[config.mk]
export PLATFORM = sky130hd
export DESIGN_NAME = serial_adder
export DESIGN_NICKNAME = d
export VERILOG_FILES = /design/src/rtl/serial_adder.sv
export SDC_FILE = /design/constraint.sdc
export NUM_CORES = 1
export LEC_CHECK = 0
export CAP_MARGIN = 20
export CELL_PAD_IN_SITES_DETAIL_PLACEMENT = 0
export CELL_PAD_IN_SITES_GLOBAL_PLACEMENT = 1
export CORE_UTILIZATION = 40
export DETAILED_ROUTE_END_ITERATION = 16
export HOLD_SLACK_MARGIN = 0.1
export PLACE_DENSITY_LB_ADDON = 0.1
export RECOVER_POWER = 100
export SYNTH_ARGS = -nofsm -noshare
export SYNTH_HDL_FRONTEND = slang
export SYNTH_SLANG_ARGS = --single-unit
[constraint.sdc]
create_clock -name clk -period 2.5 [get_ports clk]
set_input_delay 0.5 -clock clk [delete_from_list [all_inputs] [get_ports clk]]
set_output_delay 0.5 -clock clk [all_outputs]
set_load 0.01 [all_outputs]
[src/rtl/serial_adder.sv]
// serial_adder: bit-serial adder built around one full-adder cell.
// One result bit is produced per clock, LSB first. The carry is registered and
// fed back into the cell. A start/busy/done handshake launches a WIDTH-bit
// addition and returns {cout, sum} = a + b + cin.
//
// state  | meaning
// -------+-----------------------------------------------------------------
// S_IDLE | waiting for start; sum/cout hold the last result
// S_RUN  | one operand bit pair consumed per edge, WIDTH edges in total
// S_DONE | result valid, done high for this one cycle; start may relaunch
module serial_adder #(
    parameter int WIDTH = 8
) (
    input  logic             clk,
    input  logic             rst_n,
    input  logic             start,
    input  logic [WIDTH-1:0] a,
    input  logic [WIDTH-1:0] b,
    input  logic             cin,
    output logic             busy,
    output logic             done,
    output logic [WIDTH-1:0] sum,
    output logic             cout
);

    localparam int CW = (WIDTH > 1) ? $clog2(WIDTH) : 1;
    localparam logic [CW-1:0] LAST_CNT = CW'(WIDTH - 1);

    typedef enum logic [1:0] {
        S_IDLE = 2'd0,
        S_RUN  = 2'd1,
        S_DONE = 2'd2
    } state_t;

    state_t r_state;
    state_t w_state_nxt;

    logic [WIDTH-1:0] r_opa;
    logic [WIDTH-1:0] r_opb;
    logic [WIDTH-1:0] r_res;
    logic [WIDTH-1:0] r_sum;
    logic             r_carry;
    logic             r_cout;
    logic             r_busy;
    logic             r_done;
    logic [CW-1:0]    r_cnt;

    logic w_s;
    logic w_c;
    logic w_accept;
    logic w_last;

    // The single full-adder cell operating on the current LSBs and the stored carry.
    assign w_s = r_opa[0] ^ r_opb[0] ^ r_carry;
    assign w_c = (r_opa[0] & r_opb[0]) | (r_carry & (r_opa[0] ^ r_opb[0]));

    // Next-state decode and the accept/last strobes that steer the datapath.
    always_comb begin
        w_state_nxt = r_state;
        w_accept    = 1'b0;
        w_last      = 1'b0;
        case (r_state)
            S_IDLE, S_DONE: begin
                if (start) begin
                    w_accept    = 1'b1;
                    w_state_nxt = S_RUN;
                end else begin
                    w_state_nxt = S_IDLE;
                end
            end
            S_RUN: begin
                if (r_cnt == LAST_CNT) begin
                    w_last      = 1'b1;
                    w_state_nxt = S_DONE;
                end
            end
            default: w_state_nxt = S_IDLE;
        endcase
    end

    // State register.
    always_ff @(posedge clk) begin
        if (!rst_n) begin
            r_state <= S_IDLE;
        end else begin
            r_state <= w_state_nxt;
        end
    end

    // Operand shifters, carry, bit counter and result assembly.
    always_ff @(posedge clk) begin
        if (!rst_n) begin
            r_opa   <= '0;
            r_opb   <= '0;
            r_res   <= '0;
            r_carry <= 1'b0;
            r_cnt   <= '0;
            r_sum   <= '0;
            r_cout  <= 1'b0;
        end else if (w_accept) begin
            r_opa   <= a;
            r_opb   <= b;
            r_carry <= cin;
            r_cnt   <= '0;
            r_res   <= '0;
        end else if (r_state == S_RUN) begin
            r_opa   <= r_opa >> 1;
            r_opb   <= r_opb >> 1;
            r_carry <= w_c;
            r_cnt   <= r_cnt + CW'(1);
            r_res   <= {w_s, r_res[WIDTH-1:1]};
            // sum/cout only move on the completing edge so they never show partial results.
            if (w_last) begin
                r_sum  <= {w_s, r_res[WIDTH-1:1]};
                r_cout <= w_c;
            end
        end
    end

    // Handshake flags: busy spans the RUN cycles, done pulses once after the last bit.
    always_ff @(posedge clk) begin
        if (!rst_n) begin
            r_busy <= 1'b0;
            r_done <= 1'b0;
        end else begin
            r_done <= w_last;
            if (w_accept) begin
                r_busy <= 1'b1;
            end else if (w_last) begin
                r_busy <= 1'b0;
            end
        end
    end

    assign busy = r_busy;
    assign done = r_done;
    assign sum  = r_sum;
    assign cout = r_cout;

endmodule

==> results.txt, run 1 <==
The count of pins over their slew limit is 0. The maximum level of the CTS H-tree came out at 2. The number of setup buffers added after CTS is 0.

Once placement finished, the instance area stood at 0.00191 mm2. The final layout contains 241 nets. The count of final hold-check violations is 0.

The count of boundary I/O pins is 31. The antenna cell count is 0. In the post-synthesis netlist, the biggest area contributors are sky130_fd_sc_hd__dfxtp_1, sky130_fd_sc_hd__nand2_1, sky130_fd_sc_hd__a31oi_1, sky130_fd_sc_hd__o21ai_0, sky130_fd_sc_hd__nand3_1.

The time the final worst path needs with I/O delays and setup came out at 1.90 ns. After synthesis, the largest area contributor takes up 50.2% of total cell area. The CTS sink count is 40.

The worst setup path is captured at a flop. The total wirelength of the detailed-routed design is 3210 um. The most instantiated flip-flop cell in the synthesis netlist is sky130_fd_sc_hd__dfxtp_1. Counting flops with a built-in enable in the synthesized netlist gives 0. Clock-pin slew was measured on the worst setup and hold paths at 0.07 ns. The floorplan step set the die width to 65.2 um. For this run, the number of standard cells in the final layout without fillers is 266. Timing would allow up to 0.526 GHz.

The setup TNS after final layout came out at 0 ns. The layout overhead on the synthesized area is 24.0%. The insertion delay of the later-clocked pin in the worst-skew pair came out at 0.28 ns. The floorplan die height came out at 65.2 um. The total number of vias came out at 1365. The number of distinct library cells after synthesis came out at 24. After synthesis the netlist holds a flip-flop and latch count of 40. The maximum fanout encountered on the critical timing path came out at 23. The post-route netlist has 4.59% of its cells at a drive strength greater than 1. Counting instances in the post-synthesis netlist gives the leading cell types as sky130_fd_sc_hd__nand2_1, sky130_fd_sc_hd__dfxtp_1, sky130_fd_sc_hd__o21ai_0. The overall track demand over capacity in global routing came out at 17.3%. The initial antenna violation count came out at 0.

The first global-routing pass estimated 5540 um of wire. Setup violations remaining at the end of the flow were counted as 0. The number of max-cap violations is 0. The cell area after technology mapping came out at 0.00160 mm2. The gate count after technology mapping came out at 190. The async set or reset register ratio after synthesis came out at 0%. The ratio of routed vias to standard cells came out at 5.13. The DRC violation count after routing is 0. Measured against its own limit, the worst slew margin works out to 54.0%. The total number of yosys warnings came out at 0. The tightest min-delay check is of the reg -> reg type. The run finished with clean final reports. The largest net degree at the start of global routing is 37. The final standard cell utilization of the core is 52.8%.

The starting density of the core is 42.6%. The most frequent cell after synthesis is sky130_fd_sc_hd__nand2_1. Clock tree synthesis selected as its root buffer the cell sky130_fd_sc_hd__clkbuf_8. The full die area came out at 0.00424 mm2. Dividing the synthesized area by the synthesized cell count gives 8.40 um2. After layout, the worst path uses 76.0% of the clock period. The worst setup path is launched from an input pin. The worst hold path passes through 2 cells. The power density normalized to cell area came out at 613 mW/mm2. Across the routed clock network, the largest skew measured is 0.00328 ns. The fill cell instance count of the final layout is 372. The critical path in this run is classified as in -> reg.

The worst-case clock buffer depth came out at 2. VDD sags by at most 309 uV. The leakage dissipation came out at 0.000723 uW. The count of input and output buffers came out at 30. For this design, the CTS-stage hold fixing added 0 buffers.

The HPWL reported at the end of detailed placement is 2190 um. After the first detailed-routing iteration, the DRC count stood at 60. The number of gates given a new drive strength after cts is 0.

The routability congestion estimate came out at 0.736. The cell type contributing the most total cell area after synthesis is sky130_fd_sc_hd__dfxtp_1. Data on the critical path is required at its endpoint by 2.71 ns. The count of placed standard cells including taps came out at 259. The number of buffers created by CTS is 5. The transition time at the pin with the least slew margin is 0.687 ns. The arrival time reported for the critical path endpoint came out at 2.11 ns. The first-pass detailed-route iteration total is 4. The finished cells cover 0.00198 mm2. The number of placement rows came out at 22. In this run the remaining antenna-violating nets after routing total 0. The sequential fraction of the synthesis area is 50.2%. The total overflow left after global routing is 0. Setup repair after global routing left no endpoint under its margin. Counting cells, the worst reg-to-reg path comes to 5. The via count of the first global-routing pass was 1285.

The net count after synthesis came out at 213. The area of the core came out at 0.00374 mm2. TritonCTS built the clock tree.

In the final routed layout, each cell accounts on average for 12.1 um.
==> registers in the layout (all words and copies together), names as in the netlist <==
name,flops
r_res,7
r_opa,8
cout,1
r_cnt,3
done,1
r_carry,1
r_state,2
sum,8
busy,1
r_opb,8
==> cell type report <==
class	instances	area [um2]	share of cell area [%]
clock buffer	6	72.6	3.67
timing repair buffer	35	334	16.9
multi-input combinational	136	706	35.7
clock inverter	1	5.00	0.253
tap	48	60.1	3.04
sequential	40	801	40.5
==> power by group <==
| group | switching (uW) | total [uW] | internal (uW) |
|---|---|---|---|
| combinational | 73.1 | 135 | 62.2 |
| clock | 205 | 395 | 190 |
| sequential | 16.9 | 682 | 666 |
==> placed cells by master, fill, tap and decap left out, types with 2 or more instances in the layout <==
cell type,count
sky130_fd_sc_hd__nand2b_1,2
sky130_fd_sc_hd__dfxtp_1,40
sky130_fd_sc_hd__a21oi_1,11
sky130_fd_sc_hd__ha_1,2
sky130_fd_sc_hd__nand2_1,58
sky130_fd_sc_hd__a31oi_1,13
sky130_fd_sc_hd__clkbuf_1,2
sky130_fd_sc_hd__o21ai_0,14
sky130_fd_sc_hd__dlygate4sd3_1,12
sky130_fd_sc_hd__a22oi_1,2
sky130_fd_sc_hd__nand3_1,12
sky130_fd_sc_hd__clkdlybuf4s50_1,18
sky130_fd_sc_hd__a21boi_0,12
sky130_fd_sc_hd__buf_4,4
sky130_fd_sc_hd__nor2b_1,2
sky130_fd_sc_hd__and3_1,2
sky130_fd_sc_hd__clkbuf_8,5
==> per-stage QoR <==
| step | setup WS, ns | hold slack (ns) | power [uW] |
|---|---|---|---|
| after global routing | 0.440 | 0.485 | 1270 |
| after CTS | 0.792 | 0.454 | 1230 |
| final | 0.601 | 0.460 | 1210 |
| after detailed placement | 0.491 | 0.444 | 836 |
| after global placement | 0.530 | 0.442 | 831 |
| after floorplan | 1.28 | 0.432 | 787 |
==> logic make-up (layout without fill, tap and decap cells) <==
family	count (synthesis)	in the layout	synth area share, %
DFF	40	40	50.2
and+or+nand+nor	80	80	21.5
buffers and inverters	14	42	5.41
adders and majority gates	3	3	2.82
xor gates and xnor gates	1	1	0.549
AOI/OAI and AO/OA	52	52	19.5
==> final timing paths <==
check,startpoint,endpoint,slack (ns)
setup / recovery,rst_n,r_res[2],0.60
hold / removal,r_cnt[1],r_cnt[1],0.46
setup reg to reg,r_cnt[0],busy,1.05
hold reg to reg,r_cnt[1],r_cnt[1],0.46
==> per-layer routing <==
layer  wire (um)  vias up  GRT usage, %
li1            -      696             -
met1        1430      634          19.7
met2        1590       30          30.5
met3         137        5          3.82
met4          48        0          8.15
met5           0        -             0
==> worst max-delay path, stage by stage <==
cell	delay [ns]
sky130_fd_sc_hd__dlygate4sd3_1	0.98
sky130_fd_sc_hd__nand2_1	0.40
sky130_fd_sc_hd__a21oi_1	0.22
(Power assumes the default switching activity.)
==> inputs of run 2 (changes only) <==
--- a/config.mk
+++ b/config.mk
@@ -8,7 +8,7 @@
 export CAP_MARGIN = 20
 export CELL_PAD_IN_SITES_DETAIL_PLACEMENT = 0
 export CELL_PAD_IN_SITES_GLOBAL_PLACEMENT = 1
-export CORE_UTILIZATION = 40
+export CORE_UTILIZATION = 33
 export DETAILED_ROUTE_END_ITERATION = 16
 export HOLD_SLACK_MARGIN = 0.1
 export PLACE_DENSITY_LB_ADDON = 0.1
==> constraint.sdc (replaced) <==
create_clock -name clk -period 1.7 [get_ports clk]
set_input_delay 0.34 -clock clk [delete_from_list [all_inputs] [get_ports clk]]
set_output_delay 0.34 -clock clk [all_outputs]
set_load 0.01 [all_outputs]
==> run 2 against run 1 <==
Cell count increased by 2.6%. Die area rose by 21%. Design area up 3.4%. Setup slack worse by 0.47 ns. First-iteration DRC count increased by 10%. Highest routed layer unchanged. Clock skew rose by 0.0038 ns. Critical endpoint is now sum[7]. Utilization decreased by 7.4 points. Routed wire length is 2.3% higher. Total power increased by 63%. Critical path depth is 2 lower. Critical path type is now reg -> out. Sequential power is 47% higher.
==> results.txt, run 2 (synthesis results as in run 1) <==
The flow ran to the end, and the final reports show no timing, DRC or antenna violations. The worst-case clock buffer depth is 2 (unchanged). STA classifies the critical path startpoint as a flop. The maximum fanout encountered on the critical timing path is 2 (-91%).

The number of gates given a new drive strength after cts is 0 (unchanged). The clock-pin slew reported for the worst setup and hold paths after clock tree synthesis was 0.08 ns (about the same). The total wirelength of the detailed-routed design is 3280 um (+2.3%). The number of hold buffers added after CTS came out at 0 (unchanged).

The worst setup margin is 0.133 ns (-0.467 ns). The total setup violations reported at the end of the flow came out at 0 (unchanged). The share of power burned in combinational logic came to 10.7% (-0.5 points). The DRC violation count after routing is 0 (unchanged). The power density normalized to cell area came to 964 mW/mm2 (+57%). The area of the core came to 0.00450 mm2 (+20%). The number of nets in the final layout was 243 (+0.83%). The detailed-route wire length per cell came out at 12.0 um (-0.28%). The transition time at the pin with the least slew margin came out at 0.459 ns (-0.228 ns). The number of post-CTS setup repair buffers is 0 (unchanged).

The count of input and output buffers came out at 30 (unchanged). The number of placement rows came out at 24 (+9.1%). The library cell used most frequently in the layout, excluding fill and tap cells, is sky130_fd_sc_hd__nand2_1.

The ratio of routed vias to standard cells came out at 4.86 (-5.3%). The first-pass GRT wire length is 5510 um (-0.49%). For the finished layout, the period the worst path requires is 1.57 ns.

The sequential share of power is 50.8% (-5.5 points). The fill cell instance count of the final layout came to 452 (+22%). The count of pins over their slew limit came out at 0 (unchanged). The number of buffers created by CTS is 5 (unchanged). The number of buffers and inverters on the critical path came out at 1 (unchanged). The leakage dissipation is 0.000754 uW (+4.2%). The via count of the first global-routing pass came to 1231 (-4.2%). The arrival time reported for the critical path endpoint was 1.23 ns (-0.88 ns). The tightest min-delay check is of the reg -> reg type.

Clock tree synthesis selected as its root buffer the cell sky130_fd_sc_hd__clkbuf_8. The post-route antenna net violation count came out at 0 (unchanged). The floorplan die height was 71.5 um (+9.8%).

The initial antenna violation count came out at 0 (unchanged). The layout cell share with drive strength beyond 1 came to 6.79% (+2.2 points). The worst vdd rail ir drop is 503 uV (+63%). The count of boundary I/O pins is 31 (unchanged).

Relative to the synthesized area, the layout overhead comes to 28.2%. The fraction of power spent switching nets came out at 23.3% (-1.1 points). The cell at the slowest stage of the critical path is sky130_fd_sc_hd__dlygate4sd3_1.

The clock group share of total power is 38.5% (+6.0 points). TritonCTS built the clock tree. The worst endpoint required time came out at 1.36 ns (-1.35 ns).

The internal portion of total power is 1510 uW (+65%). The maximum level of the CTS H-tree came out at 2 (unchanged). The net switching power is 459 uW (+56%). The HPWL reported at the end of detailed placement is 2130 um (-2.9%). The horizontal die dimension is 71.5 um (+9.8%). The pre-CTS worst setup slack came to 0.193 ns (-0.298 ns). The routability congestion estimate is 0.681 (-7.4%). The final setup skew was 0.00706 ns (+0.00378 ns). The launching point of the worst reg2reg path is r_cnt[0].

The antenna cell count is 0 (unchanged). The largest net degree at the start of global routing is 37 (unchanged). The critical path goes through dlygate4sd3_1. The register-to-register setup slack came out at 0.28 ns (-0.77 ns). The first-pass detailed-route iteration total is 4 (unchanged). The critical path is of the reg -> out type. The starting density of the core came out at 35.4% (-7.2 points). The worst stage delay on the critical path is 0.61 ns (-0.37 ns). The launching instance or port of the critical path is sum[7]. Setup repair after global routing left no endpoint under its margin.

The overall track demand over capacity in global routing is 14.1% (-3.2 points). The total number of vias is 1326 (-2.9%). The CTS sink count is 40 (unchanged). The hold path startpoint is sum[4]. Leaving out fill and tap cells, the most frequent cells in the layout are sky130_fd_sc_hd__nand2_1, sky130_fd_sc_hd__dfxtp_1, sky130_fd_sc_hd__clkdlybuf4s50_1, sky130_fd_sc_hd__o21ai_0, sky130_fd_sc_hd__a31oi_1. Among cell families on the critical path, the largest total delay comes from buffers and inverters. The insertion delay of the later-clocked pin in the worst-skew pair came out at 0.29 ns (about the same). The full die area is 0.00512 mm2 (+21%). The maximum clock rate came out at 0.638 GHz.

The DRC marker count from the first detailed-route iteration is 66 (+10%). The setup TNS after final layout is 0 ns (unchanged). STA classifies the critical path endpoint as a primary output. The total congestion overflow after global routing is 0 (unchanged). The number of max-cap violations is 0 (unchanged). The count of final hold-check violations is 0 (unchanged). In the finished design, the share of the clock period the worst path needs comes to 92.1%.

The relative slew slack is 69.3% (+15 points).
==> run 2: power by group through the flow <==
stage | registers [uW] | logic (uW) | clock network (uW)
finish | 1000 | 211 | 760
global route | 1010 | 236 | 822
CTS | 1000 | 216 | 798
detailed placement | 1020 | 215 | 0
global placement | 1020 | 211 | 0
floorplan | 1020 | 138 | 0
==> run 2: cell type report <==
type                    count  area [um2]  area share [%]
flip-flops and latches     40         801            39.1
well taps                  52        65.1            3.18
repair buffers             37         363            17.7
multi-input cells         136         706            34.5
clock inverters             3        42.5            2.08
clock buffers               5        68.8            3.36
==> run 2: worst paths after layout <==
path                                to  cells after the start
worst max-delay path            sum[7]                      1
worst min-delay path            sum[4]                      2
worst max register to register    busy                      5
worst min register to register  sum[4]                      2
==> run 2: stage by stage <==
stage	instance area, um2	hold WS, ns	util, %	power (uW)	instances
after floorplan	1600	0.432	-	1160	190
after global placement	1940	0.442	43.1	1230	265
after detailed placement	1940	0.445	43.1	1240	265
after CTS	2050	0.457	45.5	2020	273
after global routing	2050	0.478	45.4	2070	273
final	2050	0.458	45.4	1970	273
==> run 2: per-layer routing <==
metal  vias up  GRT usage [%]  wire length [um]
met1       593           15.5              1470
met5         -              0                 0
met3         5           4.08               111
li1        703              -                 -
met4         0           6.54                51
met2        25           25.0              1650
